## src/rtl/wb_line_buffer.sv

```systemverilog
// ---------------------------------------------------------------------------
// wb_line_buffer
//
// Write-back buffer that sits between the cache and memory. The cache pushes
// dirty lines when it evicts them and carries on immediately. The buffer
// writes those lines to memory one at a time using a wrt/cmplt handshake.
// Line fetches look in the buffer first, so a fetch of an evicted line never
// returns stale memory contents.
//
// Ports
//   clk         cache clock; all state changes on the rising edge
//   reset       synchronous, active-low reset
//   wb_valid    cache presents an evicted line
//   wb_addr     byte address of the evicted line
//   wb_data     evicted line data
//   wb_ready    buffer can accept a line (push = wb_valid & wb_ready)
//   fetch_addr  address of the line the cache is about to fetch
//   fetch_hit   combinational: a valid entry holds the fetched line
//   fetch_data  combinational: data of the youngest matching entry, else 0
//   mem_wrt     write request to memory
//   mem_addr    line-aligned address of the entry being written
//   mem_data    data of the entry being written
//   mem_cmplt   memory done (a level that may stay high for several cycles)
//   count       number of occupied entries
//   empty       count == 0
//   full        count == DEPTH
// ---------------------------------------------------------------------------
module wb_line_buffer #(
  parameter int DEPTH = 4,
  parameter int AW    = 24,
  parameter int DW    = 32
) (
  input  logic                     clk,
  input  logic                     reset,
  input  logic                     wb_valid,
  input  logic [AW-1:0]            wb_addr,
  input  logic [DW-1:0]            wb_data,
  output logic                     wb_ready,
  input  logic [AW-1:0]            fetch_addr,
  output logic                     fetch_hit,
  output logic [DW-1:0]            fetch_data,
  output logic                     mem_wrt,
  output logic [AW-1:0]            mem_addr,
  output logic [DW-1:0]            mem_data,
  input  logic                     mem_cmplt,
  output logic [$clog2(DEPTH):0]   count,
  output logic                     empty,
  output logic                     full
);

  localparam int PW = $clog2(DEPTH);
  localparam int CW = PW + 1;
  localparam int LW = AW - 2;

  typedef enum logic [1:0] {
    IDLE  = 2'd0,
    ISSUE = 2'd1,
    GAP   = 2'd2
  } state_t;

  // Entry storage and queue bookkeeping
  logic [LW-1:0]    line_q [DEPTH];
  logic [DW-1:0]    data_q [DEPTH];
  logic [DEPTH-1:0] valid_q;
  logic [PW-1:0]    head_q;
  logic [PW-1:0]    tail_q;
  logic [CW-1:0]    count_q;
  logic [CW-1:0]    count_d;

  // Drain FSM and memory-side registers
  state_t           state_q, state_d;
  logic             mem_wrt_q, mem_wrt_d;
  logic [AW-1:0]    mem_addr_q, mem_addr_d;
  logic [DW-1:0]    mem_data_q, mem_data_d;
  logic             pop_en;

  // Push path
  logic [LW-1:0]    wb_line;
  logic [LW-1:0]    fetch_line;
  logic [DEPTH-1:0] coal_match;
  logic [DEPTH-1:0] fetch_match;
  logic [PW-1:0]    coal_idx;
  logic             head_busy;
  logic             push_acc;
  logic             coal_en;
  logic             alloc_en;

  // Byte offset within a line plays no part in line matching.
  logic unused_low_bits;
  assign unused_low_bits = ^{wb_addr[1:0], fetch_addr[1:0]};

  assign wb_line    = wb_addr[AW-1:2];
  assign fetch_line = fetch_addr[AW-1:2];

  assign empty    = (count_q == '0);
  assign full     = (count_q == CW'(DEPTH));
  assign wb_ready = ~full;
  assign count    = count_q;
  assign mem_wrt  = mem_wrt_q;
  assign mem_addr = mem_addr_q;
  assign mem_data = mem_data_q;

  // The head must not be modified once it is being copied into the memory
  // registers (IDLE with data) or is out on the bus (ISSUE); a coalescing
  // write there would be lost after the pop.
  assign head_busy = (state_q == ISSUE) || ((state_q == IDLE) && !empty);

  genvar gi;
  generate
    for (gi = 0; gi < DEPTH; gi++) begin : g_match
      assign coal_match[gi]  = valid_q[gi] && (line_q[gi] == wb_line) &&
                               !(head_busy && (head_q == PW'(gi)));
      assign fetch_match[gi] = valid_q[gi] && (line_q[gi] == fetch_line);
    end
  endgenerate

  // Coalescing keeps at most one non-busy copy of any line, so at most one
  // bit of coal_match can be set.
  always_comb begin
    coal_idx = '0;
    for (int i = 0; i < DEPTH; i++) begin
      if (coal_match[i]) coal_idx = PW'(i);
    end
  end

  assign push_acc = wb_valid && !full;
  assign coal_en  = push_acc && (|coal_match);
  assign alloc_en = push_acc && !(|coal_match);

  always_comb begin
    count_d = count_q + CW'(alloc_en) - CW'(pop_en);
  end

  // Lookup walks oldest to youngest so the youngest match is left standing.
  always_comb begin
    logic [PW-1:0] idx;
    idx        = '0;
    fetch_data = '0;
    for (int k = 0; k < DEPTH; k++) begin
      idx = head_q + PW'(k);
      if (fetch_match[idx]) fetch_data = data_q[idx];
    end
  end
  assign fetch_hit = |fetch_match;

  // Drain FSM: next state and memory-side register values
  always_comb begin
    state_d    = state_q;
    mem_wrt_d  = mem_wrt_q;
    mem_addr_d = mem_addr_q;
    mem_data_d = mem_data_q;
    pop_en     = 1'b0;
    case (state_q)
      IDLE: begin
        if (!empty) begin
          mem_wrt_d  = 1'b1;
          mem_addr_d = {line_q[head_q], 2'b00};
          mem_data_d = data_q[head_q];
          state_d    = ISSUE;
        end
      end
      ISSUE: begin
        mem_wrt_d = 1'b1;
        if (mem_cmplt) begin
          mem_wrt_d = 1'b0;
          pop_en    = 1'b1;
          state_d   = GAP;
        end
      end
      GAP: begin
        // Wait for cmplt to drop so one cmplt pulse retires one line only.
        mem_wrt_d = 1'b0;
        if (!mem_cmplt) state_d = IDLE;
      end
      default: begin
        mem_wrt_d = 1'b0;
        state_d   = IDLE;
      end
    endcase
  end

  always_ff @(posedge clk) begin
    if (!reset) begin
      state_q    <= IDLE;
      mem_wrt_q  <= 1'b0;
      mem_addr_q <= '0;
      mem_data_q <= '0;
    end else begin
      state_q    <= state_d;
      mem_wrt_q  <= mem_wrt_d;
      mem_addr_q <= mem_addr_d;
      mem_data_q <= mem_data_d;
    end
  end

  always_ff @(posedge clk) begin
    if (!reset) begin
      head_q  <= '0;
      tail_q  <= '0;
      count_q <= '0;
      valid_q <= '0;
    end else begin
      count_q <= count_d;
      // Pop and allocate never target the same slot: that would need a
      // push while full, which wb_ready blocks.
      if (pop_en) begin
        valid_q[head_q] <= 1'b0;
        head_q          <= head_q + PW'(1);
      end
      if (alloc_en) begin
        valid_q[tail_q] <= 1'b1;
        tail_q          <= tail_q + PW'(1);
      end
    end
  end

  // Payload storage needs no reset; the valid bits qualify every read.
  always_ff @(posedge clk) begin
    if (alloc_en) begin
      line_q[tail_q] <= wb_line;
      data_q[tail_q] <= wb_data;
    end
    if (coal_en) begin
      data_q[coal_idx] <= wb_data;
    end
  end

`ifndef SYNTHESIS
  always_ff @(posedge clk) begin
    if (reset) begin
      assert (!(alloc_en && full));
      assert (!(pop_en && empty));
      assert (!(coal_en && pop_en && (coal_idx == head_q)));
    end
  end
`endif

endmodule

```

## config.mk

```make
export PLATFORM = sky130hd
export DESIGN_NAME = wb_line_buffer
export DESIGN_NICKNAME = d
export VERILOG_FILES = /design/src/rtl/wb_line_buffer.sv
export SDC_FILE = /design/constraint.sdc
export NUM_CORES = 1
export LEC_CHECK = 0
export CORE_MARGIN = 8
export CORE_UTILIZATION = 52
export CTS_CLUSTER_DIAMETER = 60
export DETAILED_ROUTE_END_ITERATION = 6
export PLACE_DENSITY = 0.77
export SYNTH_ARGS = -nofsm -noshare
export SYNTH_HDL_FRONTEND = slang
export SYNTH_SLANG_ARGS = --single-unit
```

## constraint.sdc

```tcl
create_clock -name clk -period 5.2 [get_ports clk]
set_input_delay 1.04 -clock clk [delete_from_list [all_inputs] [get_ports clk]]
set_output_delay 1.04 -clock clk [all_outputs]
set_load 0.02 [all_outputs]
```

==> metrics <==
# IOs 180; CTS H-tree depth 1; core area 0.03067 mm2; clock sinks 286; Overflow after GRT 0; Avg Cell Area, Syn 12.40 um2; postcts setup bufs 0; Syn-to-layout area delta 23.70%; maxcap violations 0; Via density 6.150; Fin. Hold Viols 0; IO buf count 173; number of flops mapped to enable cells by yosys ~220; Async S/R FF share, synth 0%; status finished clean; final WL 47.26 mm; Setup Viol. Count Final 0; Yosys warnings 0; Clk Tree Root Cell clkbuf_16; HP Class reg -> reg; Max Fclk 0.1969 GHz; Leak 6.889 nW; DRT iter0 DRCs 977; RSZ-0062 raised after global routing false; Skew-Pair Late Insertion Delay 0.56 ns; Seq/Total Area, Yosys 48.64%; CP Max Fanout 7; Critical Path AT 4.04 ns; Tcrit/Tclk final around 98%; filler cell count 2256; Initial Util a little over half; Worst-path clk slew about 0.06 ns; worst vdd ir 373.7 uV; drt wl/cell 24.19 um; die area 0.03709 mm2; Design Area, Final 0.02006 mm2; row cnt 64; Bufs on Longest Clock Path 3; cells after synthesis 1308; final slew viol count 0; CP required between 4 and 5 ns; critical path capture point type output port; synth unique cells 58; Slew @ Worst Pin 1.144 ns; most common flop cell mapped by yosys edfxtp_1; first-pass GRT wire length 72.79 mm; initial antenna violation count 2; area post-placement around 0.019 mm2; startpoint types input pin; placed wire-length estimate around 33 mm; synthesized cell area 0.01622 mm2; hold_ws 0.4490 ns; Die W 192.6 um; worst slew margin relative to its limit 23.48%; share of layout cells above drive strength 1 roughly a quarter; via count 12020; DR pass1 iterations 5; residual DRC count 0; Total Routing Usage GR approximately a quarter; Sum Neg Setup Slack 0 ns; die extent in y 192.6 um; CTS tree done; Setup CP Type in -> out; number of global-route vias before repair 12370; Final Total Pwr 9.284 mW; CTS buffer count 31; DRT antenna net count 0; gp weighted congestion 0.9732; ANT cells 0; Seq cells post-synth approximately 290; largest net degree at the start of global routing 69; pwr/cell area 462.9 mW/mm2; post-layout min period 5.077 ns; Layout Nets about 1600; clk_skew 0.01221 ns
==> worst max-delay path, cell delays in order <==
cell	delay, ns
clkdlybuf4s50_1	0.55
xnor2_1	0.15
buf_4	0.15
nand4b_1	0.09
or4_4	0.57
nor3_2	0.16
a21oi_1	0.10
buf_4	0.19
mux2_4	0.33
buf_4	0.20
o21ai_2	0.07
a22oi_2	0.07
dlygate4sd2_1	0.33
==> worst paths after layout <==
kind / startpoint / end / slack [ns] / cells after the start
max: fetch_addr[5] / fetch_data[19] / 0.12 / 13
min: mem_wrt / mem_wrt / 0.45 / 2
max reg2reg: line_q[1][13] / line_q[1][14] / 1.40 / 10
min reg2reg: mem_wrt / mem_wrt / 0.45 / 2
==> kinds of logic (layout without fill, tap and decap cells) <==
family / Yosys count / after routing / share of synthesized area (%)
AO/OA/AOI/OAI: 241 / 241 / 11.41
XOR/XNOR: 182 / 182 / 9.830
adder cells (fa/ha/maj): 11 / 11 / 0.8951
buffers and inverters: 103 / 352 / 3.017
flip-flops: 286 / 286 / 48.64
multiplexers: 153 / 153 / 16.44
other: 1 / 2 / 0.02313
AND/OR/NAND/NOR: 331 / 331 / 9.745
==> report_power, final <==
| part | total, mW | switching (mW) | internal (mW) |
|---|---|---|---|
| logic | 3.77 | 2.23 | 1.54 |
| registers | 3.19 | 0.292 | 2.89 |
| clock network | 2.33 | 0.910 | 1.42 |
==> stage by stage <==
stage / std cells / worst slack [ns] / utilization [%]
2_1_floorplan: 1309 / 0.08826 / -
3_3_place_gp: 1896 / -0.2872 / 62.03
3_5_place_dp: 1896 / -0.3148 / 62.03
4_1_cts: 1954 / 0.001672 / 65.51
5_1_grt: 1954 / 0.002119 / 65.40
6_report: 1954 / 0.1225 / 65.40
==> state kept, by name (all words and copies together), names as in the netlist, named ones only <==
register and flops:
data_q 128, count 3, mem_addr 22, valid_q 4, head_q 2, mem_data 32
line_q 88, tail_q 2, mem_wrt 1, state_q 2
==> layout by cell type (no fill, tap or decap), types with 32 or more instances in the layout <==
master,n
xor2_1,121
clkdlybuf4s50_1,137
edfxtp_1,216
mux2i_1,33
o21ai_0,35
mux2_2,32
mux4_2,86
clkbuf_16,32
dfxtp_1,66
nor2_1,48
buf_4,95
a21oi_1,35
a21boi_0,59
xnor2_1,61
and3_1,33
nand2_1,152
==> routing by layer <==
| layer | part of all wire [%] | global-route usage [%] | routed length, um | vias up |
|---|---|---|---|---|
| met5 | 0.049 | 0 | 23 | - |
| met4 | 3.4 | 8.666 | 1586 | 4 |
| met3 | 10 | 6.180 | 4874 | 105 |
| met2 | 47 | 41.09 | 22170 | 631 |
| met1 | 39 | 33.32 | 18600 | 5892 |
| li1 | - | - | - | 5385 |
==> synthesized netlist by cell type, drive strengths merged, types with 8 or more instances <==
library cell / n / area [um2]
a21boi: 59 / 442.9
nand2: 152 / 570.6
dfxtp: 70 / 1401
ha: 10 / 125.1
nor3: 19 / 100.1
a22oi: 33 / 402.9
a21oi: 35 / 175.2
nand4: 23 / 143.9
buf: 44 / 267.8
and3: 33 / 206.5
inv: 14 / 52.55
mux2: 33 / 375.4
o21ai: 66 / 439.2
mux2i: 34 / 352.8
nor4: 33 / 212.7
and2: 8 / 50.05
a211oi: 32 / 240.2
xor2: 121 / 1060
nor2: 48 / 180.2
edfxtp: 216 / 6486
mux4: 86 / 1937
clkbuf: 45 / 168.9
xnor2: 61 / 534.3
==> final cells by class <==
cell class | instances | area [um2] | area share, %
flip-flops and latches | 286 | 7895 | 39.36
inverters | 14 | 52.55 | 0.2620
repair buffers | 280 | 2586 | 12.89
clock buffers | 40 | 860.8 | 4.292
well taps | 396 | 495.5 | 2.470
multi-input cells | 920 | 7936 | 39.57
clock inverters | 18 | 231.5 | 1.154
==> timing repair <==
| item | 4_1_cts | 5_1_grt |
|---|---|---|
| pin swaps | 0 | 3 |
| hold endpoints to repair | 0 | 0 |
| gates resized for setup | 36 | 61 |
| hold buffers | 0 | 0 |
| endpoints found under the setup margin | 30 | 30 |
(Power assumes the default switching activity.)
==> RTL edit 1 (same flow settings) <==
Take the reset off `mem_addr_q` and `mem_data_q` and load them in a clocked block of their own.
--- a/src/rtl/wb_line_buffer.sv
+++ b/src/rtl/wb_line_buffer.sv
@@ -184,12 +184,13 @@
       state_q    <= IDLE;
       mem_wrt_q  <= 1'b0;
-      mem_addr_q <= '0;
-      mem_data_q <= '0;
     end else begin
       state_q    <= state_d;
       mem_wrt_q  <= mem_wrt_d;
-      mem_addr_q <= mem_addr_d;
-      mem_data_q <= mem_data_d;
-    end
+    end
+  end
+
+  always_ff @(posedge clk) begin
+    mem_addr_q <= mem_addr_d;
+    mem_data_q <= mem_data_d;
   end
 
Function: differs if reset is asserted again (counterexample within 4 cycles, from zero or initial values and one cycle with reset low); with reset held inactive, the same outputs for 4 cycles.
==> RTL edit 1 against the original RTL <==
Sequential power is 6.9% higher; sequential cell count did not move; highest routed layer unchanged; largest cell class is now flip-flops and latches; sequential share of layout area increased by 4.0 points; register-to-register slack got worse by 0.22 ns; routed wire length decreased by 8.2%; design area decreased by 3.0%; clock skew down 0.0024 ns; die area decreased by 3.8%; area after synthesis shrank 4.1%; setup slack got worse by 0.080 ns; power shrank 2.6%.
==> RTL edit 1: results (changes against the original RTL) <==
- Worst endpoint data arrival time: 4.12 ns (was 4.04 ns)
- First-pass GRT wire length: 65.61 mm (was 72.79 mm)
- Worst r2r dst: line_q[1][17] (was line_q[1][14])
- Routed vias: 11.07k (was 12.02k)
- Dominant cells by area after synthesis: edfxtp_1, mux4_2, xnor2_1 (was edfxtp_1, mux4_2, dfxtp_1)
- Max FO, Critical Path: 14 (was 7)
- R2R depth: 9 (was 10)
- Final wirelength: 43.38 mm (was 47.26 mm)
- Iter 0 DRT Violations: 1,192 (was 977)
- M1 WL: 17.29 mm (was 18.60 mm)
- Max-slew headroom: 27.44% (was 23.48%)
- Status: finished, final reports clean (unchanged)
- Worst vdd ir: 0.3960 mV (was 0.3737 mV)
- Register area share after synthesis: 54.22% (was 48.64%)
- Most instantiated cells after synthesis: edfxtp_1, xnor2_1, mux4_2 (was edfxtp_1, nand2_1, xor2_1)
- Leak: 6.482 nW (was 6.889 nW)
- Drt pass-1 iters: 6 (was 5)
- Met2 Wirelength: 21.16 mm (was 22.17 mm)
- GPL Wtd Cong: 0.9620 (was 0.9732)
- CP startpoint: fetch_addr[18] (was fetch_addr[5])
- Tot GR Track Use: 23.49% (was 25.49%)
- Count of cell types in the netlist: 55 (was 58)
- Largest net degree at the start of global routing: 126 (was 69)
- CTS Buf Count: 30 (was 31)
- Nets: 1,428 (was 1,628)
- Fill count: 2,096 (was 2,256)
- Reg2Reg Setup Slack: 1.18 ns (was 1.40 ns)
- Met3 wire length: 3.868 mm (was 4.874 mm)
- DP Worst Slack: -0.2452 ns (was -0.3148 ns)
- Hold Slack: 0.5164 ns (was 0.4490 ns)
## RTL edit 1: cell count changes in the layout (fill, tap and decap cells not counted), moves of 51 or more
cell and delta:
dfxtp_1 -54, xor2_1 -52, nand2_1 -140, edfxtp_1 +54, xnor2_1 +51, a21boi_0 -54
## RTL edit 1: cell type report
cell class              instances  share of cell area [%]
well taps                     390                   2.507
flip-flops and latches        286                   43.33
clock buffers                  33                   4.024
inverters                      15                  0.2892
multi-input cells             723                   34.59
diodes                          3                 0.03857
repair buffers                277                   13.65
clock inverters                23                   1.568
## RTL edit 1: report_power, final
| group | internal, mW | switching, mW |
|---|---|---|
| clock network | 1.44 | 0.905 |
| logic | 1.43 | 1.85 |
| registers | 3.13 | 0.287 |
| total | 6.00 | 3.04 |
## RTL edit 1: per-layer routing
| metal | GRT usage, % | vias up |
|---|---|---|
| met3 | 3.937 | 82 |
| li1 | - | 4825 |
| met2 | 38.95 | 588 |
| met4 | 6.765 | 2 |
| met5 | 0 | - |
| met1 | 31.58 | 5575 |
## RTL edit 1: cell families after synthesis
family          share of synthesized area [%]
fa+ha+maj                              0.9337
other cells                           0.02412
buf+inv                                 3.026
compound gates                          8.290
flops                                   54.22
mux                                     17.19
simple gates                            6.061
xor+xnor                                10.25
## RTL edit 1: worst max path at each step
stage	slack (ns)	to
finish	0.04	fetch_data[13]
detailed placement	-0.25	fetch_data[14]
CTS	0.02	fetch_data[31]
floorplan	0.25	mem_addr[10]
global route	-0.005	fetch_data[18]
global placement	-0.19	fetch_data[3]
## RTL edit 1: worst max-delay path, cell delays in order
cell and delay [ns]:
clkdlybuf4s50_1 0.48, xnor2_1 0.29, nand4_1 0.29, nor4_1 0.26, buf_4 0.18, nand4_1 0.12
a31o_2 0.34, buf_4 0.18, buf_12 0.14, a211oi_1 0.18, a311oi_1 0.07, o22ai_1 0.18
clkdlybuf4s15_1 0.36
## RTL edit 1: metrics by stage
stage | cell area [sq um] | instances
after CTS | 19420 | 1746
after global placement | 18370 | 1690
final | 19470 | 1750
after global routing | 19460 | 1749
after detailed placement | 18370 | 1690
after floorplan | 15550 | 1113
## RTL edit 1: repair_timing
action                                 4_1_cts  5_1_grt
buffers inserted                             0        1
endpoints found under the hold margin        0        0
resized for setup                           33       22
setup endpoints to repair                   32       29
==> RTL edit 2 (same settings) <==
Without the edit above. The parameter `DW` goes from 32 to 28.
--- a/src/rtl/wb_line_buffer.sv
+++ b/src/rtl/wb_line_buffer.sv
@@ -29,5 +29,5 @@
   parameter int DEPTH = 4,
   parameter int AW    = 24,
-  parameter int DW    = 32
+  parameter int DW    = 28
 ) (
   input  logic                     clk,
Ports: changed (resized fetch_data, mem_data and wb_data); port bits go from 180 to 168. No check against the original RTL was run, so the function may have changed too.
==> RTL edit 2 against the original RTL <==
Clock skew rose by 0.0075 ns; maximum frequency fell by 1.6%; area after synthesis is 7.5% lower; design area decreased by 5.4%; first-iteration DRC count up 4.3%; routed wire length shrank 4.7%; setup slack lost 0.081 ns; sequential cell count fell by 20; power shrank 7.5%; critical endpoint is now fetch_data[10]; largest cell class unchanged; largest power group unchanged.
==> RTL edit 2: results (changes against the original RTL) <==
- Actual slew at the worst max-slew pin: 1.104 ns (was 1.144 ns)
- Max FO, Critical Path: 22 (was 7)
- Iter 0 DRT Violations: 1,019 (was 977)
- EDFF count, synth: 200 (was 216)
- Non-Filler Instances: 1,855 (was 1,954)
- Register area share after synthesis: 48.85% (was 48.64%)
- Synth Area in XOR/XNOR: 10.68% (was 9.830%)
- Post-Syn Instances: 1,223 (was 1,308)
- DP Area: 17,850 sq um (was 19,020 sq um)
- Leak: 6.446 nW (was 6.889 nW)
- Placed cells: 1,798 (was 1,896)
- Compound-Gate Fraction of Synth Area: 10.81% (was 11.41%)
- Vias in the first global route: 11.57k (was 12.37k)
- Worst-case hold path end point: mem_data[2] (was mem_wrt)
- Status: finished, final reports clean (unchanged)
- GPL Wtd Cong: 0.9815 (was 0.9732)
- Share of cells above drive strength 1: 24.29% (was 25.55%)
- Dominant cells by area after synthesis: edfxtp_1, mux4_2, dfxtp_1 (unchanged)
- Largest net degree at the start of global routing: 114 (was 69)
- Worst r2r dst: count[2] (was line_q[1][14])
- Detailed placement HPWL: 32.08 mm (was 33.26 mm)
- Most instantiated cells after synthesis: edfxtp_1, xnor2_1, nand2_1 (was edfxtp_1, nand2_1, xor2_1)
- Tot GR Track Use: 25.85% (was 25.49%)
- Max reg flops: 112 (was 128)
- Via density: 6.177 (was 6.150)
- Post-synthesis mux area share: 15.85% (was 16.44%)
- Post_cts resized: 33 (was 36)
- CTS Buf Count: 30 (was 31)
- Crit path largest cell delay: 0.52 ns (was 0.57 ns)
- Worst vdd ir: 0.4412 mV (was 0.3737 mV)
-- RTL edit 2: cell types whose count changed after synthesis, sizes merged, moves of 28 or more --
cell | before | now
a22oi | 33 | 0
a311oi | 0 | 28
and3 | 33 | 3
nand2 | 152 | 117
o21ai | 66 | 31
o22ai | 0 | 28
xnor2 | 61 | 117
xor2 | 121 | 65
-- RTL edit 2: layout make-up --
| class | count | area, sq um |
|---|---|---|
| fillers | 2115 | 9578 |
| multi-input cells | 848 | 7393 |
| flip-flops and latches | 266 | 7333 |
| repair buffers | 289 | 2728 |
| clock buffers | 43 | 870.8 |
| well taps | 384 | 480.5 |
| clock inverters | 13 | 120.1 |
| inverters | 11 | 41.29 |
| diodes | 1 | 2.502 |
-- RTL edit 2: power by group --
group          internal (mW)  switching, mW
combinational           1.49           2.04
clock                   1.22          0.853
sequential              2.69          0.292
-- RTL edit 2: metal layers --
layer / global-route usage [%] / share of wire (%)
met1: 34.34 / 39
met2: 41.78 / 48
met3: 5.583 / 10
met4: 8.511 / 2.8
met5: 0 / 0.095
